<file path="src/rtl/led_seq_pkg.sv">
// Shared mode/state encodings for the LED sequencer and its prescaler.
package led_seq_pkg;

    typedef enum logic [1:0] {
        MODE_SHIFT_L = 2'b00,
        MODE_SHIFT_R = 2'b01,
        MODE_BOUNCE  = 2'b10,
        MODE_COUNT   = 2'b11
    } mode_t;

    typedef enum logic [1:0] {
        ST_IDLE = 2'b00,
        ST_LOAD = 2'b01,
        ST_RUN  = 2'b10
    } state_t;

    // Every pattern except COUNT keeps a single lit LED.
    function automatic logic isOneHot(input mode_t m);
        return (m != MODE_COUNT);
    endfunction

endpackage

</file>
<file path="src/rtl/led_seq_prescaler.sv">
// Runtime-rate prescaler: counts 0..R-1 with R = max(rate,1) and flags the terminal cycle.
module led_seq_prescaler
    import led_seq_pkg::*;
#(
    parameter int CNT_WIDTH = 25
) (
    input  logic                 i_clk,
    input  logic                 i_reset_n,
    input  logic                 i_clear,
    input  logic                 i_enable,
    input  logic [CNT_WIDTH-1:0] i_rate,
    output logic                 o_terminal
);

    logic [CNT_WIDTH-1:0] r_count;
    logic [CNT_WIDTH-1:0] w_rateEff;
    logic [CNT_WIDTH-1:0] w_limit;

    assign w_rateEff = (i_rate == '0) ? CNT_WIDTH'(1) : i_rate;
    assign w_limit   = w_rateEff - CNT_WIDTH'(1);

    // Using >= lets a lowered rate terminate at once rather than wrap the counter.
    assign o_terminal = i_enable && !i_clear && (r_count >= w_limit);

    always_ff @(posedge i_clk or negedge i_reset_n) begin
        if (!i_reset_n) begin
            r_count <= '0;
        end else if (i_clear) begin
            r_count <= '0;
        end else if (i_enable) begin
            if (o_terminal) begin
                r_count <= '0;
            end else begin
                r_count <= r_count + CNT_WIDTH'(1);
            end
        end
    end

endmodule

</file>
<file path="src/rtl/led_sequencer.sv">
// Parametrised LED pattern generator (shift left/right, bounce, count) with hold and single-step.
// Define LED_SEQ_GRAY_EN to drive COUNT mode as Gray code from an internal binary counter.
module led_sequencer
    import led_seq_pkg::*;
#(
    parameter int WIDTH     = 8,
    parameter int CNT_WIDTH = 25
) (
    input  logic                 i_clk,
    input  logic                 i_reset_n,
    input  logic                 i_enable,
    input  logic [1:0]           i_mode,
    input  logic [CNT_WIDTH-1:0] i_rate,
    input  logic                 i_step,
    output logic [WIDTH-1:0]     o_leds,
    output logic                 o_tick,
    output logic                 o_wrap
);

    localparam logic [WIDTH-1:0] LP_LSB = WIDTH'(1);
    localparam logic [WIDTH-1:0] LP_MSB = LP_LSB << (WIDTH - 1);

    function automatic logic [WIDTH-1:0] initPattern(input mode_t m);
        logic [WIDTH-1:0] pattern;
        case (m)
            MODE_SHIFT_R: pattern = LP_MSB;
            MODE_COUNT:   pattern = '0;
            default:      pattern = LP_LSB;
        endcase
        return pattern;
    endfunction

    state_t           r_state;
    mode_t            r_mode;
    logic [WIDTH-1:0] r_leds;
    logic             r_tick;
    logic             r_wrap;
    logic             r_dirUp;
    logic             r_bounced;
`ifdef LED_SEQ_GRAY_EN
    logic [WIDTH-1:0] r_bin;
    logic [WIDTH-1:0] w_binInc;
`endif

    mode_t            w_inMode;
    mode_t            w_stepMode;
    logic             w_runOk;
    logic             w_presClear;
    logic             w_terminal;
    logic             w_doLoad;
    logic             w_doStep;
    logic [WIDTH-1:0] w_bounceUp;
    logic [WIDTH-1:0] w_bounceDn;
    logic [WIDTH-1:0] w_nextLeds;
    logic             w_nextWrap;
    logic             w_nextDirUp;
    logic             w_nextBounced;

    assign w_inMode    = mode_t'(i_mode);
    assign w_stepMode  = (r_state == ST_IDLE) ? w_inMode : r_mode;
    assign w_runOk     = (r_state == ST_RUN) && i_enable && (w_inMode == r_mode);
    assign w_presClear = (r_state != ST_RUN);

    assign w_doLoad = ((r_state == ST_IDLE) && i_enable) ||
                      ((r_state == ST_RUN) && i_enable && (w_inMode != r_mode));
    assign w_doStep = ((r_state == ST_IDLE) && !i_enable && i_step) ||
                      (w_runOk && w_terminal);

    assign w_bounceUp = r_leds << 1;
    assign w_bounceDn = r_leds >> 1;
`ifdef LED_SEQ_GRAY_EN
    assign w_binInc = r_bin + LP_LSB;
`endif

    led_seq_prescaler #(
        .CNT_WIDTH (CNT_WIDTH)
    ) u_prescaler (
        .i_clk      (i_clk),
        .i_reset_n  (i_reset_n),
        .i_clear    (w_presClear),
        .i_enable   (w_runOk),
        .i_rate     (i_rate),
        .o_terminal (w_terminal)
    );

    // Next pattern for one step; an empty one-hot pattern restarts from its initial LED.
    always_comb begin
        w_nextLeds    = r_leds;
        w_nextWrap    = 1'b0;
        w_nextDirUp   = r_dirUp;
        w_nextBounced = r_bounced;
        if (isOneHot(w_stepMode) && (r_leds == '0)) begin
            w_nextLeds    = initPattern(w_stepMode);
            w_nextDirUp   = 1'b1;
            w_nextBounced = 1'b0;
        end else begin
            case (w_stepMode)
                MODE_SHIFT_L: begin
                    w_nextLeds = {r_leds[WIDTH-2:0], r_leds[WIDTH-1]};
                    w_nextWrap = r_leds[WIDTH-1];
                end
                MODE_SHIFT_R: begin
                    w_nextLeds = {r_leds[0], r_leds[WIDTH-1:1]};
                    w_nextWrap = r_leds[0];
                end
                MODE_BOUNCE: begin
                    // r_bounced marks that bit0 was reached by a downward sweep.
                    w_nextWrap = r_dirUp && r_leds[0] && r_bounced;
                    if (r_dirUp) begin
                        w_nextLeds = w_bounceUp;
                        if (w_bounceUp[WIDTH-1]) begin
                            w_nextDirUp = 1'b0;
                        end
                    end else begin
                        w_nextLeds = w_bounceDn;
                        if (w_bounceDn[0]) begin
                            w_nextDirUp   = 1'b1;
                            w_nextBounced = 1'b1;
                        end
                    end
                end
                MODE_COUNT: begin
`ifdef LED_SEQ_GRAY_EN
                    w_nextLeds = w_binInc ^ (w_binInc >> 1);
                    w_nextWrap = &r_bin;
`else
                    w_nextLeds = r_leds + LP_LSB;
                    w_nextWrap = &r_leds;
`endif
                end
            endcase
        end
    end

    // Control FSM; enable low wins over a mode change and suppresses any pending step.
    always_ff @(posedge i_clk or negedge i_reset_n) begin
        if (!i_reset_n) begin
            r_state   <= ST_IDLE;
            r_mode    <= MODE_SHIFT_L;
            r_leds    <= '0;
            r_tick    <= 1'b0;
            r_wrap    <= 1'b0;
            r_dirUp   <= 1'b1;
            r_bounced <= 1'b0;
`ifdef LED_SEQ_GRAY_EN
            r_bin     <= '0;
`endif
        end else begin
            r_tick <= w_doStep;
            r_wrap <= w_doStep & w_nextWrap;

            case (r_state)
                ST_IDLE: begin
                    if (i_enable) begin
                        r_state <= ST_LOAD;
                    end
                end
                ST_LOAD: begin
                    r_state <= i_enable ? ST_RUN : ST_IDLE;
                end
                ST_RUN: begin
                    if (!i_enable) begin
                        r_state <= ST_IDLE;
                    end else if (w_inMode != r_mode) begin
                        r_state <= ST_LOAD;
                    end
                end
                default: begin
                    r_state <= ST_IDLE;
                end
            endcase

            if (w_doLoad) begin
                r_mode    <= w_inMode;
                r_leds    <= initPattern(w_inMode);
                r_dirUp   <= 1'b1;
                r_bounced <= 1'b0;
`ifdef LED_SEQ_GRAY_EN
                r_bin     <= '0;
`endif
            end else if (w_doStep) begin
                r_leds    <= w_nextLeds;
                r_dirUp   <= w_nextDirUp;
                r_bounced <= w_nextBounced;
`ifdef LED_SEQ_GRAY_EN
                if (w_stepMode == MODE_COUNT) begin
                    r_bin <= w_binInc;
                end
`endif
            end
        end
    end

    assign o_leds = r_leds;
    assign o_tick = r_tick;
    assign o_wrap = r_wrap;

endmodule

</file>
<file path="config.mk">
export PLATFORM = sky130hd
export DESIGN_NAME = led_sequencer
export DESIGN_NICKNAME = d
export VERILOG_FILES = /design/src/rtl/led_seq_pkg.sv /design/src/rtl/led_seq_prescaler.sv /design/src/rtl/led_sequencer.sv
export SDC_FILE = /design/constraint.sdc
export NUM_CORES = 1
export LEC_CHECK = 0
export BUFFER_PORTS_ARGS = -buffer_cell sky130_fd_sc_hd__buf_4
export CAP_MARGIN = 20
export CORE_AREA = 3 3 93 95
export DETAILED_ROUTE_END_ITERATION = 12
export DIE_AREA = 0 0 96 98
export GPL_ROUTABILITY_DRIVEN = 0
export PLACE_DENSITY = 0.7
export SLEW_MARGIN = 20
export SYNTH_ARGS = -nofsm -noshare
export SYNTH_HDL_FRONTEND = slang
export SYNTH_SLANG_ARGS = --single-unit
export TNS_END_PERCENT = 100
</file>
<file path="constraint.sdc">
create_clock -name i_clk -period 3.1 [get_ports i_clk]
set_clock_uncertainty 0.15 [all_clocks]
set_input_delay 0.31 -clock i_clk [delete_from_list [all_inputs] [get_ports i_clk]]
set_output_delay 0.31 -clock i_clk [all_outputs]
set_load 0.01 [all_outputs]
</file>
==> impl_metrics.xml <==
<?xml version="1.0" encoding="UTF-8"?>
<metrics>
  <group name="clock_network">
    <metric name="clock_path_buffers" unit="">2</metric>
    <metric name="cts_root_buffer" unit="">sky130_fd_sc_hd__clkbuf_8</metric>
    <metric name="numCtsBuffers" unit="">5</metric>
    <metric name="clkSinkCount" unit="">41</metric>
    <metric name="path_clk_slew" unit="ns">0.07</metric>
    <metric name="htree_num_levels" unit="">2</metric>
    <metric name="worstSkewPairLatency" unit="ns">0.30</metric>
    <metric name="cts_tree" unit="">done</metric>
  </group>
  <group name="grt">
    <metric name="overflow" unit="">0</metric>
    <metric name="grt_start_max_net_pins" unit="">42</metric>
    <metric name="globalRouteTotalUtil" unit="%">20.3</metric>
    <metric name="grt_pass1_wl" unit="um">15600</metric>
    <metric name="first_global_vias" unit="">3349</metric>
    <metric name="initial_antenna_violation_count" unit="">0</metric>
  </group>
  <group name="setup_path">
    <metric name="crit_path_start_kind" unit="">input pin</metric>
    <metric name="end_kind" unit="">flip-flop</metric>
    <metric name="crit_reg_reg_startpoint" unit="">u_prescaler.r_count[2]</metric>
    <metric name="crit_fanout" unit="">5</metric>
    <metric name="critPathMostFrequentCell" unit="">sky130_fd_sc_hd__buf_4</metric>
    <metric name="crit_chain" unit="">buf_6, or4_4, nor4_4, buf_4, buf_4, buf_4, buf_4, buf_4, buf_4, buf_4, buf_4, nand3_4, nor4_4, xnor2_1, ha_1, nand4_1, and4bb_2, a311oi_2, o21ai_2, o21ai_4, buf_12, a21oi_4, a32o_1</metric>
    <metric name="worst_ep_required_time" unit="ns">3.13</metric>
    <metric name="timing.rr.end" unit="">o_leds[4]</metric>
    <metric name="timing_worst_setup_path_type" unit="">input pin to flip-flop</metric>
    <metric name="reg2reg_depth" unit="">10</metric>
    <metric name="critical_path_buf_inv_count" unit="">10</metric>
    <metric name="setup_slack_reg_to_reg" unit="ns">0.48</metric>
    <metric name="worst_path_max_delay_cell" unit="">sky130_fd_sc_hd__or4_4</metric>
    <metric name="crit_start" unit="">i_rate[11]</metric>
    <metric name="worstPathArrival" unit="ns">4.18</metric>
    <metric name="timing.critical_path.max_delay_family" unit="">simple AND/OR/NAND/NOR gates</metric>
    <metric name="critPathCapture" unit="">o_leds[4]</metric>
    <metric name="worst-path-stages" unit="">23</metric>
    <metric name="slowest_delay" unit="ns">0.54</metric>
  </group>
  <group name="yosys">
    <metric name="synth_top_area_share" unit="%">28.4</metric>
    <metric name="seq_area_frac_synth" unit="%">29.2</metric>
    <metric name="syn_nets" unit="">471</metric>
    <metric name="yosysWarningCount" unit="">0</metric>
    <metric name="post_syn_area_per_cell" unit="um2">8.57</metric>
    <metric name="cell_taking_the_most_area_after_synthesis" unit="">sky130_fd_sc_hd__dfrtp_1</metric>
    <metric name="synth.top_cells.by_count" unit="">40 x sky130_fd_sc_hd__dfrtp_1, 40 x sky130_fd_sc_hd__nand2_1, 40 x sky130_fd_sc_hd__nor2_1</metric>
    <metric name="synth-edff-count" unit="">0</metric>
    <metric name="synth_top_flop_cell" unit="">sky130_fd_sc_hd__dfrtp_1</metric>
    <metric name="synth.top_cells.by_area" unit="">sky130_fd_sc_hd__dfrtp_1 28%, sky130_fd_sc_hd__ha_1 10%, sky130_fd_sc_hd__xnor2_1 6.7%</metric>
    <metric name="synth_cell_type_count" unit="">67</metric>
    <metric name="ys_async_sr_fraction" unit="%">100</metric>
    <metric name="synthesis.instances" unit="">411</metric>
    <metric name="number_of_register_bits_inferred_by_synthesis" unit="">41</metric>
    <metric name="synthesis.area" unit="um2">3520</metric>
  </group>
  <group name="timing">
    <metric name="relSlewSlack" unit="%">65.4</metric>
    <metric name="fmax" unit="GHz">0.241</metric>
    <metric name="final.period_utilization" unit="%">134</metric>
    <metric name="hold_violations_final" unit="">0</metric>
    <metric name="fin_tns_setup" unit="ns">-37.02</metric>
    <metric name="finalSetupViolCount" unit="">37</metric>
    <metric name="final_max_slew_viol_count" unit="">0</metric>
    <metric name="final.min_clock_period" unit="ns">4.15</metric>
    <metric name="hold_slack" unit="ns">0.114</metric>
    <metric name="layout_setup_ws" unit="ns">-1.05</metric>
    <metric name="setup_repair_after_global_routing_missed_its_margin" unit="">yes</metric>
    <metric name="worst_margin_slew" unit="ns">0.519</metric>
  </group>
  <group name="min_path">
    <metric name="worst_hold_path_type" unit="">input pin to flip-flop</metric>
  </group>
  <group name="power">
    <metric name="power_density" unit="nW/um2">284</metric>
    <metric name="vdd.ir_drop.worst" unit="mV">0.193</metric>
    <metric name="power.static_leakage" unit="nW">2.07</metric>
  </group>
  <group name="placed_design">
    <metric name="dpl_cell_area" unit="um2">4360</metric>
    <metric name="pre_cts_slack" unit="ns">-1.33</metric>
    <metric name="place.detailed.hpwl" unit="um">6960</metric>
    <metric name="numPortBuffers" unit="">40</metric>
  </group>
  <group name="routing">
    <metric name="routed.top_layer" unit="">met4</metric>
    <metric name="viasPerCell" unit="">5.60</metric>
    <metric name="firstDrtPassIters" unit="">4</metric>
    <metric name="detailroute.wirelength.met2" unit="um">4930</metric>
    <metric name="drt_drc_violations_left" unit="">0</metric>
    <metric name="route.antenna.remaining_nets" unit="">0</metric>
    <metric name="count_of_routing_violations_after_the_opening_detailed_route_iteration" unit="">220</metric>
    <metric name="met1_routed_wirelength_after_detailed_routing" unit="um">4360</metric>
    <metric name="routed_wirelength" unit="um">9700</metric>
    <metric name="routed_wire_per_std_cell" unit="um">15.5</metric>
    <metric name="number_of_vias_after_detailed_routing" unit="">3499</metric>
    <metric name="route.met3.wl" unit="um">345</metric>
  </group>
  <group name="die">
    <metric name="die_w" unit="um">96</metric>
    <metric name="die_height" unit="um">98</metric>
    <metric name="core_rows" unit="">32</metric>
    <metric name="design.core.area" unit="um2">7810</metric>
    <metric name="initial_core_util" unit="%">45.1</metric>
    <metric name="design.portCount" unit="">41</metric>
    <metric name="floorplan.die_area" unit="um2">9410</metric>
  </group>
  <group name="cells_and_area">
    <metric name="drive_above_1_share" unit="%">32.5</metric>
    <metric name="final_nets" unit="">582</metric>
    <metric name="finalInstanceArea" unit="um2">4780</metric>
    <metric name="diodes" unit="">0</metric>
    <metric name="area_growth" unit="%">35.7</metric>
  </group>
  <group name="run_status">
    <metric name="failed_checks" unit="">setup timing</metric>
    <metric name="status" unit="">finished with violations</metric>
  </group>
  <group name="job">
    <metric name="maxCapViolCount" unit="">0</metric>
  </group>
</metrics>
sequential cells by signal, summed over array words and instances, names as in the netlist:
signal	cells
u_prescaler.r_count	25
o_leds	8
r_mode	2
r_state	2
o_tick	1
o_wrap	1
r_bounced	1
r_dirUp	1
logic make-up (layout without fill, tap and decap cells):
kind of cell | count (synthesis) | count (layout) | synth area share (%)
AOI/OAI and AO/OA | 73 | 73 | 14.8
xor gates and xnor gates | 48 | 48 | 11.9
adders and majority gates | 29 | 29 | 10.3
buffers and inverters | 28 | 140 | 3.34
DFF | 41 | 41 | 29.2
muxes | 8 | 8 | 2.34
and+or+nand+nor | 184 | 184 | 28.1
area by class of cell:
cell class / count / area (um2)
fill: 674 / 3030
multi-input combinational: 342 / 2560
inverter: 17 / 63.8
timing repair buffer: 115 / 916
clock inverter: 1 / 5.00
sequential: 41 / 1030
clock buffer: 7 / 76.3
tap: 102 / 128
worst reg2reg max path, cell delays in order (launching register included):
cell	delay [ns]
sky130_fd_sc_hd__dfrtp_1	0.44
sky130_fd_sc_hd__ha_1	0.34
sky130_fd_sc_hd__a21oi_1	0.16
sky130_fd_sc_hd__o21ai_1	0.12
sky130_fd_sc_hd__a2111oi_2	0.37
sky130_fd_sc_hd__buf_4	0.17
sky130_fd_sc_hd__o32ai_4	0.10
sky130_fd_sc_hd__o21ai_4	0.23
sky130_fd_sc_hd__buf_12	0.15
sky130_fd_sc_hd__a21oi_4	0.07
sky130_fd_sc_hd__a32o_1	0.22
layer usage:
metal	track usage, %	vias up
met5	0	-
met4	3.50	0
met3	2.77	10
met2	33.4	71
met1	28.6	1700
li1	-	1718
through the flow:
stage | std cells | utilization, % | total power, mW
2_1_floorplan | 411 | - | 0.826
3_3_place_gp | 597 | 55.8 | 0.985
3_5_place_dp | 597 | 55.8 | 0.995
4_1_cts | 619 | 59.6 | 1.34
5_1_grt | 625 | 61.2 | 1.43
6_report | 625 | 61.2 | 1.36
what timing repair did:
action / CTS / global route
endpoints found under the setup margin: 37 / 37
cloned: 1 / 0
endpoints found under the hold margin: 40 / 0
gates resized for setup: 22 / 22
pin swaps: 6 / 4
hold buffers: 1 / 0
setup buffers: 12 / 7
layout by cell type, fill, tap and decap left out, types with 5 or more instances in the layout:
cell	count
sky130_fd_sc_hd__xnor2_1	26
sky130_fd_sc_hd__nor3_1	14
sky130_fd_sc_hd__clkbuf_8	5
sky130_fd_sc_hd__dfrtp_1	40
sky130_fd_sc_hd__nand3_1	17
sky130_fd_sc_hd__buf_4	104
sky130_fd_sc_hd__buf_6	8
sky130_fd_sc_hd__mux2i_1	6
sky130_fd_sc_hd__ha_1	28
sky130_fd_sc_hd__xor2_1	21
sky130_fd_sc_hd__and4_1	5
sky130_fd_sc_hd__nor2_1	39
sky130_fd_sc_hd__inv_1	16
sky130_fd_sc_hd__nand4_1	14
sky130_fd_sc_hd__nand2_1	38
sky130_fd_sc_hd__and3_1	9
sky130_fd_sc_hd__a21oi_1	13
sky130_fd_sc_hd__o21ai_0	10
how the worst min path moves through the flow:
stage               startpoint          to  slack, ns  cells past startpoint
detailed placement   i_reset_n   r_mode[1]       0.17                      1
finish                i_enable  r_state[1]       0.11                      2
floorplan            i_reset_n   o_leds[0]      -0.14                      0
CTS                   i_enable  r_state[1]       0.12                      2
global placement     i_reset_n   r_mode[0]       0.17                      1
global route         i_mode[1]   o_leds[7]       0.14                      2
report_power, final:
| group | internal, mW | switching (mW) | leakage, nW |
|---|---|---|---|
| Sequential | 0.554 | 0.0409 | 0.559 |
| Combinational | 0.194 | 0.233 | 1.47 |
| Clock | 0.158 | 0.178 | 0.0422 |
| Total | 0.907 | 0.452 | 2.07 |
No activity file was read; power rests on OpenSTA's default activity.
